## src/rtl/riscv_pipe_pkg.sv

```systemverilog
// Shared definitions for the RV32I pipeline: bubble instruction, IF state
// encoding, register-field slice positions and the fetch payload.
package riscv_pipe_pkg;

    localparam int unsigned XLEN    = 32;
    localparam int unsigned REG_AW  = 5;

    localparam int unsigned RS1_MSB = 19;
    localparam int unsigned RS1_LSB = 15;
    localparam int unsigned RS2_MSB = 24;
    localparam int unsigned RS2_LSB = 20;

    localparam logic [XLEN-1:0] NOP_INS = 32'h0000_0013;

    typedef enum logic [1:0] {
        BOOT,
        FETCH,
        HOLD,
        DRAIN
    } if_state_t;

    typedef struct packed {
        logic [XLEN-1:0] pc;
        logic [XLEN-1:0] ins;
    } fetch_word_t;

endpackage

```

## src/rtl/if_id_reg.sv

```systemverilog
// IF/ID pipeline register: write-enable load, flush-to-bubble (flush wins),
// asynchronous active-low reset.
module if_id_reg
    import riscv_pipe_pkg::*;
#(
    parameter logic [31:0] BUBBLE_INS = 32'h0000_0013
) (
    input  logic              clk,
    input  logic              rst_n,
    input  logic              we,
    input  logic              flush,
    input  fetch_word_t       d,
    output logic [XLEN-1:0]   pc,
    output logic [XLEN-1:0]   pc4,
    output logic [XLEN-1:0]   ins,
    output logic              valid
);

    // A bubble leaves the pc fields untouched so downstream debug keeps context.
    always_ff @(posedge clk or negedge rst_n) begin
        if (!rst_n) begin
            pc    <= '0;
            pc4   <= '0;
            ins   <= BUBBLE_INS;
            valid <= 1'b0;
        end else if (flush) begin
            ins   <= BUBBLE_INS;
            valid <= 1'b0;
        end else if (we) begin
            pc    <= d.pc;
            pc4   <= d.pc + XLEN'(4);
            ins   <= d.ins;
            valid <= 1'b1;
        end
    end

endmodule

```

## src/rtl/if_stage.sv

```systemverilog
// Instruction-fetch stage: owns the PC, talks to instruction memory over a
// req/valid handshake, and feeds the IF/ID register.
module if_stage #(
    parameter logic [31:0] RESET_PC = 32'h0000_0000,
    parameter logic [31:0] NOP_INS  = riscv_pipe_pkg::NOP_INS
) (
    input  logic        clk,
    input  logic        rst_n,
    input  logic        PC_write,
    input  logic        IF_ID_write,
    input  logic        branch_taken,
    input  logic [31:0] branch_target,
    output logic        imem_req,
    output logic [31:0] imem_addr,
    input  logic        imem_valid,
    input  logic [31:0] imem_rdata,
    output logic [31:0] IF_ID_pc,
    output logic [31:0] IF_ID_pc4,
    output logic [31:0] IF_ID_ins,
    output logic        IF_ID_valid,
    output logic [4:0]  IF_ID_rs1,
    output logic [4:0]  IF_ID_rs2
);

    import riscv_pipe_pkg::*;

    localparam logic [XLEN-1:0] ALIGN_MASK = ~XLEN'(3);

    if_state_t       state;
    if_state_t       state_nxt;
    logic [XLEN-1:0] pc;
    logic [XLEN-1:0] pc_nxt;
    fetch_word_t     hold_q;
    fetch_word_t     hold_nxt;
    logic            stall;
    logic            idr_we;
    logic            idr_flush;
    fetch_word_t     idr_d;

    // Either hazard signal stalls the whole stage.
    assign stall     = ~PC_write | ~IF_ID_write;
    assign imem_addr = pc;

    // Next-state, PC and IF/ID control; a redirect overrides everything.
    always_comb begin
        state_nxt = state;
        pc_nxt    = pc;
        hold_nxt  = hold_q;
        idr_we    = 1'b0;
        idr_flush = 1'b0;
        idr_d     = '{pc: pc, ins: imem_rdata};

        if (branch_taken) begin
            pc_nxt    = branch_target & ALIGN_MASK;
            idr_flush = 1'b1;
            hold_nxt  = '0;
            case (state)
                // An unanswered request must still be absorbed before refetching.
                FETCH, DRAIN: state_nxt = imem_valid ? FETCH : DRAIN;
                default:      state_nxt = FETCH;
            endcase
        end else begin
            case (state)
                BOOT: state_nxt = FETCH;
                FETCH: begin
                    if (imem_valid) begin
                        if (stall) begin
                            hold_nxt  = '{pc: pc, ins: imem_rdata};
                            state_nxt = HOLD;
                        end else begin
                            idr_we = 1'b1;
                            pc_nxt = pc + XLEN'(4);
                        end
                    end else if (!stall) begin
                        idr_flush = 1'b1;
                    end
                end
                HOLD: begin
                    if (!stall) begin
                        idr_we    = 1'b1;
                        idr_d     = hold_q;
                        pc_nxt    = pc + XLEN'(4);
                        state_nxt = FETCH;
                    end
                end
                DRAIN: begin
                    if (imem_valid) state_nxt = FETCH;
                end
                default: state_nxt = BOOT;
            endcase
        end
    end

    always_ff @(posedge clk or negedge rst_n) begin
        if (!rst_n) begin
            state    <= BOOT;
            pc       <= RESET_PC & ALIGN_MASK;
            hold_q   <= '0;
            imem_req <= 1'b0;
        end else begin
            state    <= state_nxt;
            pc       <= pc_nxt;
            hold_q   <= hold_nxt;
            imem_req <= (state_nxt == FETCH);
        end
    end

    if_id_reg #(
        .BUBBLE_INS (NOP_INS)
    ) u_if_id_reg (
        .clk   (clk),
        .rst_n (rst_n),
        .we    (idr_we),
        .flush (idr_flush),
        .d     (idr_d),
        .pc    (IF_ID_pc),
        .pc4   (IF_ID_pc4),
        .ins   (IF_ID_ins),
        .valid (IF_ID_valid)
    );

    assign IF_ID_rs1 = IF_ID_ins[RS1_MSB:RS1_LSB];
    assign IF_ID_rs2 = IF_ID_ins[RS2_MSB:RS2_LSB];

endmodule

```

## config.mk

```make
export PLATFORM = sky130hd
export DESIGN_NAME = if_stage
export DESIGN_NICKNAME = d
export VERILOG_FILES = /design/src/rtl/riscv_pipe_pkg.sv /design/src/rtl/if_id_reg.sv /design/src/rtl/if_stage.sv
export SDC_FILE = /design/constraint.sdc
export NUM_CORES = 1
export LEC_CHECK = 0
export BUFFER_PORTS_ARGS = -buffer_cell sky130_fd_sc_hd__buf_2
export CAP_MARGIN = 20
export CORE_MARGIN = 4
export CORE_UTILIZATION = 40
export DETAILED_ROUTE_END_ITERATION = 16
export SLEW_MARGIN = 30
export SYNTH_ARGS = -nofsm -noshare
export SYNTH_HDL_FRONTEND = slang
export SYNTH_SLANG_ARGS = --single-unit
```

## constraint.sdc

```tcl
create_clock -name clk -period 4.29 [get_ports clk]
set_clock_uncertainty 0.05 [all_clocks]
set_input_delay 0.858 -clock clk [delete_from_list [all_inputs] [get_ports clk]]
set_output_delay 0.858 -clock clk [all_outputs]
set_load 0.005 [all_outputs]
```

# Yosys cells after proc, flatten, opt, wreduce, memory -nomap -nowiden
# Index checks and enable logic that the tools add are counted.
[word_totals]
ff_bits = 196
latch_bits = 0
ramBits = 0
mem_bits_ro = 0
input_bits = 70
output_inout_bits = 140
word_cells = 58
n_memories = 0
[classes]
n_addsub = 2
multipliers = 0
div = 0
order_cmp = 0
eq_ne = 5
n_shift = 0
mux = 29
bitwise = 4
reduce_logical = 9
[op_table]
columns = ["cell", "n"]
rows = [
  ["$mux 64", 6],
  ["$mux 32", 5],
  ["$add 32x3->32 const B", 2],
  ["$pmux 32 s2", 1],
  ["$mux 2", 7],
  ["$mux 1", 8],
  ["$pmux 2 s4", 1],
  ["$reduce_and 2->1", 3],
  ["$reduce_bool 2->1", 3],
  ["$eq 2x1->1 const B", 2],
  ["$eq 2x2->1 const B", 2],
  ["$ne 3x3->1 const B", 1],
  ["$not 1->1", 3],
  ["$reduce_bool 3->1", 1],
  ["$logic_not 2->1", 1],
  ["$pmux 1 s2", 1],
  ["$reduce_or 2->1", 1],
  ["$or 1x1->1", 1],
]

# Depth between registers and ports, before layout
[depth]
word_depth = 8
depth_mapped = 18
ltp_nobuf = 11

# Cells and area by module
# Synthesis repeated with hierarchy kept, for this count alone.
[hier_totals]
hier_cells = 1018
hier_area_um2 = 9517.9
[by_module_without_submodules]
columns = ["module", "instances", "cells_per_inst", "area_each_um2", "seq_area_each_um2"]
rows = [
  ["if_stage", 1, 576, 5260.0, 2427.3],
  ["if_id_reg", 1, 442, 4257.8, 2381.0],
]

# Least setup slack after synthesis
# Ideal clock, no wire load.
[synth_path]
path_kind = "input -> register"
startpoint = "in branch_taken"
endpoint = "reg u_if_id_reg.pc4[28]"
setup_time_ns = 0.087
arrival_ns = 3.689
required_time_ns = 4.153
path_slack_ns = 0.464
path_stages = 15
path_buffers = 6
cell_sequence = "and4b_1 buf_2 buf_6 buf_6 buf_2 buf_4 nand2_1 nand2_1 ha_1 and3_1 nand4_2 o32a_1 buf_6 or4_1 o211ai_1"
[synth_rtl]
columns = ["item", "line", "source"]
rows = [
  ["start, declared", "if_stage.sv:11", "input logic branch_taken,"],
  ["end signal, assigned", "if_id_reg.sv:31", "pc4 <= d.pc + XLEN'(4);"],
  ["end, declared", "if_id_reg.sv:14", "output logic [XLEN-1:0] pc4,"],
]

==> results.cfg <==
[status]
status = completed

[critical_path]
r2r_start = state[0]
critical_path_arrival_ns = 3.70
crit_path_start = state[0]
worstPathMaxFanout = 9
critical_path_class = reg2reg
crit_required_ns = 4.59
start_kind = flip-flop
crit_path_end_kind = flip-flop

[yosys]
seq_area_frac_synth_pct = 49.4
synth.top_cells.by_area = dfrtp_1 (49%), nand2_1 (12%), mux2i_1 (5.2%), o21ai_0 (3.8%), a21oi_1 (3.5%)
synth_largest_area_cell = dfrtp_1
ys_dominant_reg_cell = dfrtp_1
yosysMostFrequentCell = nand2_1
syn_avg_cell_area_um2 = 8.96
ys_warn_count = 0
synth_common_cells = nand2_1 (299), dfrtp_1 (189), o21ai_0 (74)
synthesis.area_um2 = 9740
synth_edf_count = 0
synth.distinct_cells = 60
yosysTopAreaCellShare_pct = 48.5
ys_seq_elements = 192
async_reset_ff_share_pct = 100
syn_inst = 1087

[power_and_ir_drop]
p_seq_share_pct = 46.5
vdd_drop_max_mv = 0.300
p_clk_share_pct = 28.7
p_switching_uw = 1870
power.internal_uw = 3560
total_leakage_power_uw = 0.00532
combPwrFrac_pct = 24.9
switching_share_pct = 34.5
p_per_area_nw_per_um2 = 475

[detailed_routing]
antenna_left = 0
vias_per_cell = 5.31
postRouteWirelength_um = 28600
drc_errors = 0
dr_total_vias = 8310
wl_per_cell_um = 18.3
drtPass1Iterations = 5
first_iter_violations = 655

[finish]
area_growth_pct = 17.4
drive_gt1_share_pct = 21.9
nFillCells = 2390
n_antenna_cell = 0
final_nets = 1311
stdcell_count = 1566

[grt]
grt_pass1_vias = 7783
grt_overflow = 0
grt_pass1_wl_um = 44600
antenna_found_initial = 5
global_route.usage.total_pct = 21.0
grt_max_degree = 90

[die]
core_um2 = 23700
ios = 210
die_w_um = 164
start_util_pct = 41.1
core.rowCount = 56
die_h_um = 164
die_area_um2 = 26900

[clocking]
cts_setup_buffers = 0
clock_sinks = 192
cts_tree = yes
clk_latency_ns = 0.43
cts_resized = 0
cts_buffers = 17
hold_buffers = 0
cts-root-buf = clkbuf_16
htree_levels = 4
path_clk_slew_ns = 0.08
cts_buffer_depth = 2

[timing]
finalCritPeriodShare_pct = 79.3
rsz0062_at_grt = false
relSlewSlack_pct = 45.2
finalHoldViolations = 0
layout_min_cycle_time_ns = 3.40
fin_setup_tns_ns = 0
setup_viol = 0
drv_slew = 0
tightest_slew_ns = 0.822
fmax_ghz = 0.294

[run]
drv_cap = 0

[place]
hpwl_um = 20100
portBuffers = 205
place_congestion = 0.878
place_inst = 1534

[hold_path]
min_path_type = in2async
==> power groups by stage <==
stage	combinational [uW]	sequential (uW)	clock [uW]
6_report	1350	2520	1560
5_1_grt	1530	2580	1680
4_1_cts	1370	2520	1590
3_5_place_dp	1370	2560	0
3_3_place_gp	1340	2550	0
2_1_floorplan	771	2490	0
==> cell type report <==
class | count | area [um^2] | share of cell area [%]
well taps | 319 | 399 | 3.49
flip-flops and latches | 192 | 4810 | 42.0
inverters | 7 | 26.3 | 0.230
repair buffers | 222 | 1180 | 10.3
multi-input cells | 794 | 4450 | 38.9
clock inverters | 15 | 148 | 1.29
clock buffers | 17 | 425 | 3.72
==> stage by stage <==
step / setup WS (ns) / hold slack (ns) / utilization [%] / total power [uW] / instance area (um^2)
after CTS: 0.905 / 0.428 / 48.3 / 5490 / 11400
final: 0.887 / 0.421 / 48.3 / 5430 / 11400
after detailed placement: 0.703 / 0.410 / 45.9 / 3930 / 10900
after global routing: 0.722 / 0.441 / 48.3 / 5790 / 11400
after floorplan: 0.464 / 0.409 / - / 3260 / 9750
after global placement: 0.760 / 0.403 / 45.9 / 3890 / 10900
==> path summary, 6_finish.rpt <==
path / cells after the start / end / slack [ns]
setup / recovery: 11 / u_if_id_reg.pc4[28] / 0.89
hold / removal: 1 / u_if_id_reg.pc[14] / 0.42
setup reg to reg: 11 / u_if_id_reg.pc4[28] / 0.89
hold reg to reg: 2 / u_if_id_reg.pc4[2] / 0.42
max in group asynchronous: 2 / hold_q[18] / 2.79
min in group clk: 2 / u_if_id_reg.pc4[2] / 0.42
==> cell families (layout without fill, tap and decap cells) <==
| logic type | Yosys count | count (layout) | share of synthesized area (%) |
|---|---|---|---|
| xor+xnor | 32 | 32 | 2.88 |
| flops | 192 | 192 | 49.4 |
| compound gates | 227 | 227 | 14.0 |
| other cells | 1 | 2 | 0.0385 |
| mux | 59 | 59 | 6.16 |
| simple gates | 467 | 467 | 21.5 |
| fa+ha+maj | 7 | 7 | 0.899 |
| buf+inv | 102 | 261 | 5.24 |
==> metal layers <==
metal  part of all wire (%)  vias to the layer above  track usage, %  wire, um
met4                    1.4                       10            4.54       412
met2                     44                      258            30.4     12600
met1                     48                     3955            31.8     13700
li1                       -                     4051               -         -
met3                    6.4                       36            5.09      1840
met5                   0.19                        -               0        54
==> critical path, stage by stage, from the launching register on <==
cell and delay [ns]:
dfrtp_1 0.43, inv_1 0.11, ha_1 0.33, and4b_4 0.31
nand2_1 0.06, nand2_1 0.09, ha_1 0.32, and3_1 0.23
nand4_2 0.16, o32a_1 0.53, or4_1 0.52, o211ai_1 0.18
==> flip-flops by register name, summed over array words and instances, names as in the netlist <==
register           cells
hold_q                64
imem_addr             30
imem_req               1
state                  2
u_if_id_reg.ins       32
u_if_id_reg.pc        30
u_if_id_reg.pc4       32
u_if_id_reg.valid      1
==> cell usage in the layout, fill, tap and decap left out, types with 6 or more instances in the layout <==
cell type,count
nand2_1,299
mux2i_1,51
o31ai_1,6
dfrtp_1,189
mux2_2,6
o21a_1,6
xnor2_1,12
or4_1,11
o211ai_1,18
o21ai_0,74
a21o_1,9
inv_1,6
and3_1,18
nand4_1,17
nor3_1,16
a21oi_1,69
ha_1,7
a31oi_1,15
xor2_1,20
buf_2,203
buf_4,17
clkbuf_16,17
nand3_1,31
nor2_1,39
No activity file was read; power rests on OpenSTA's default activity.
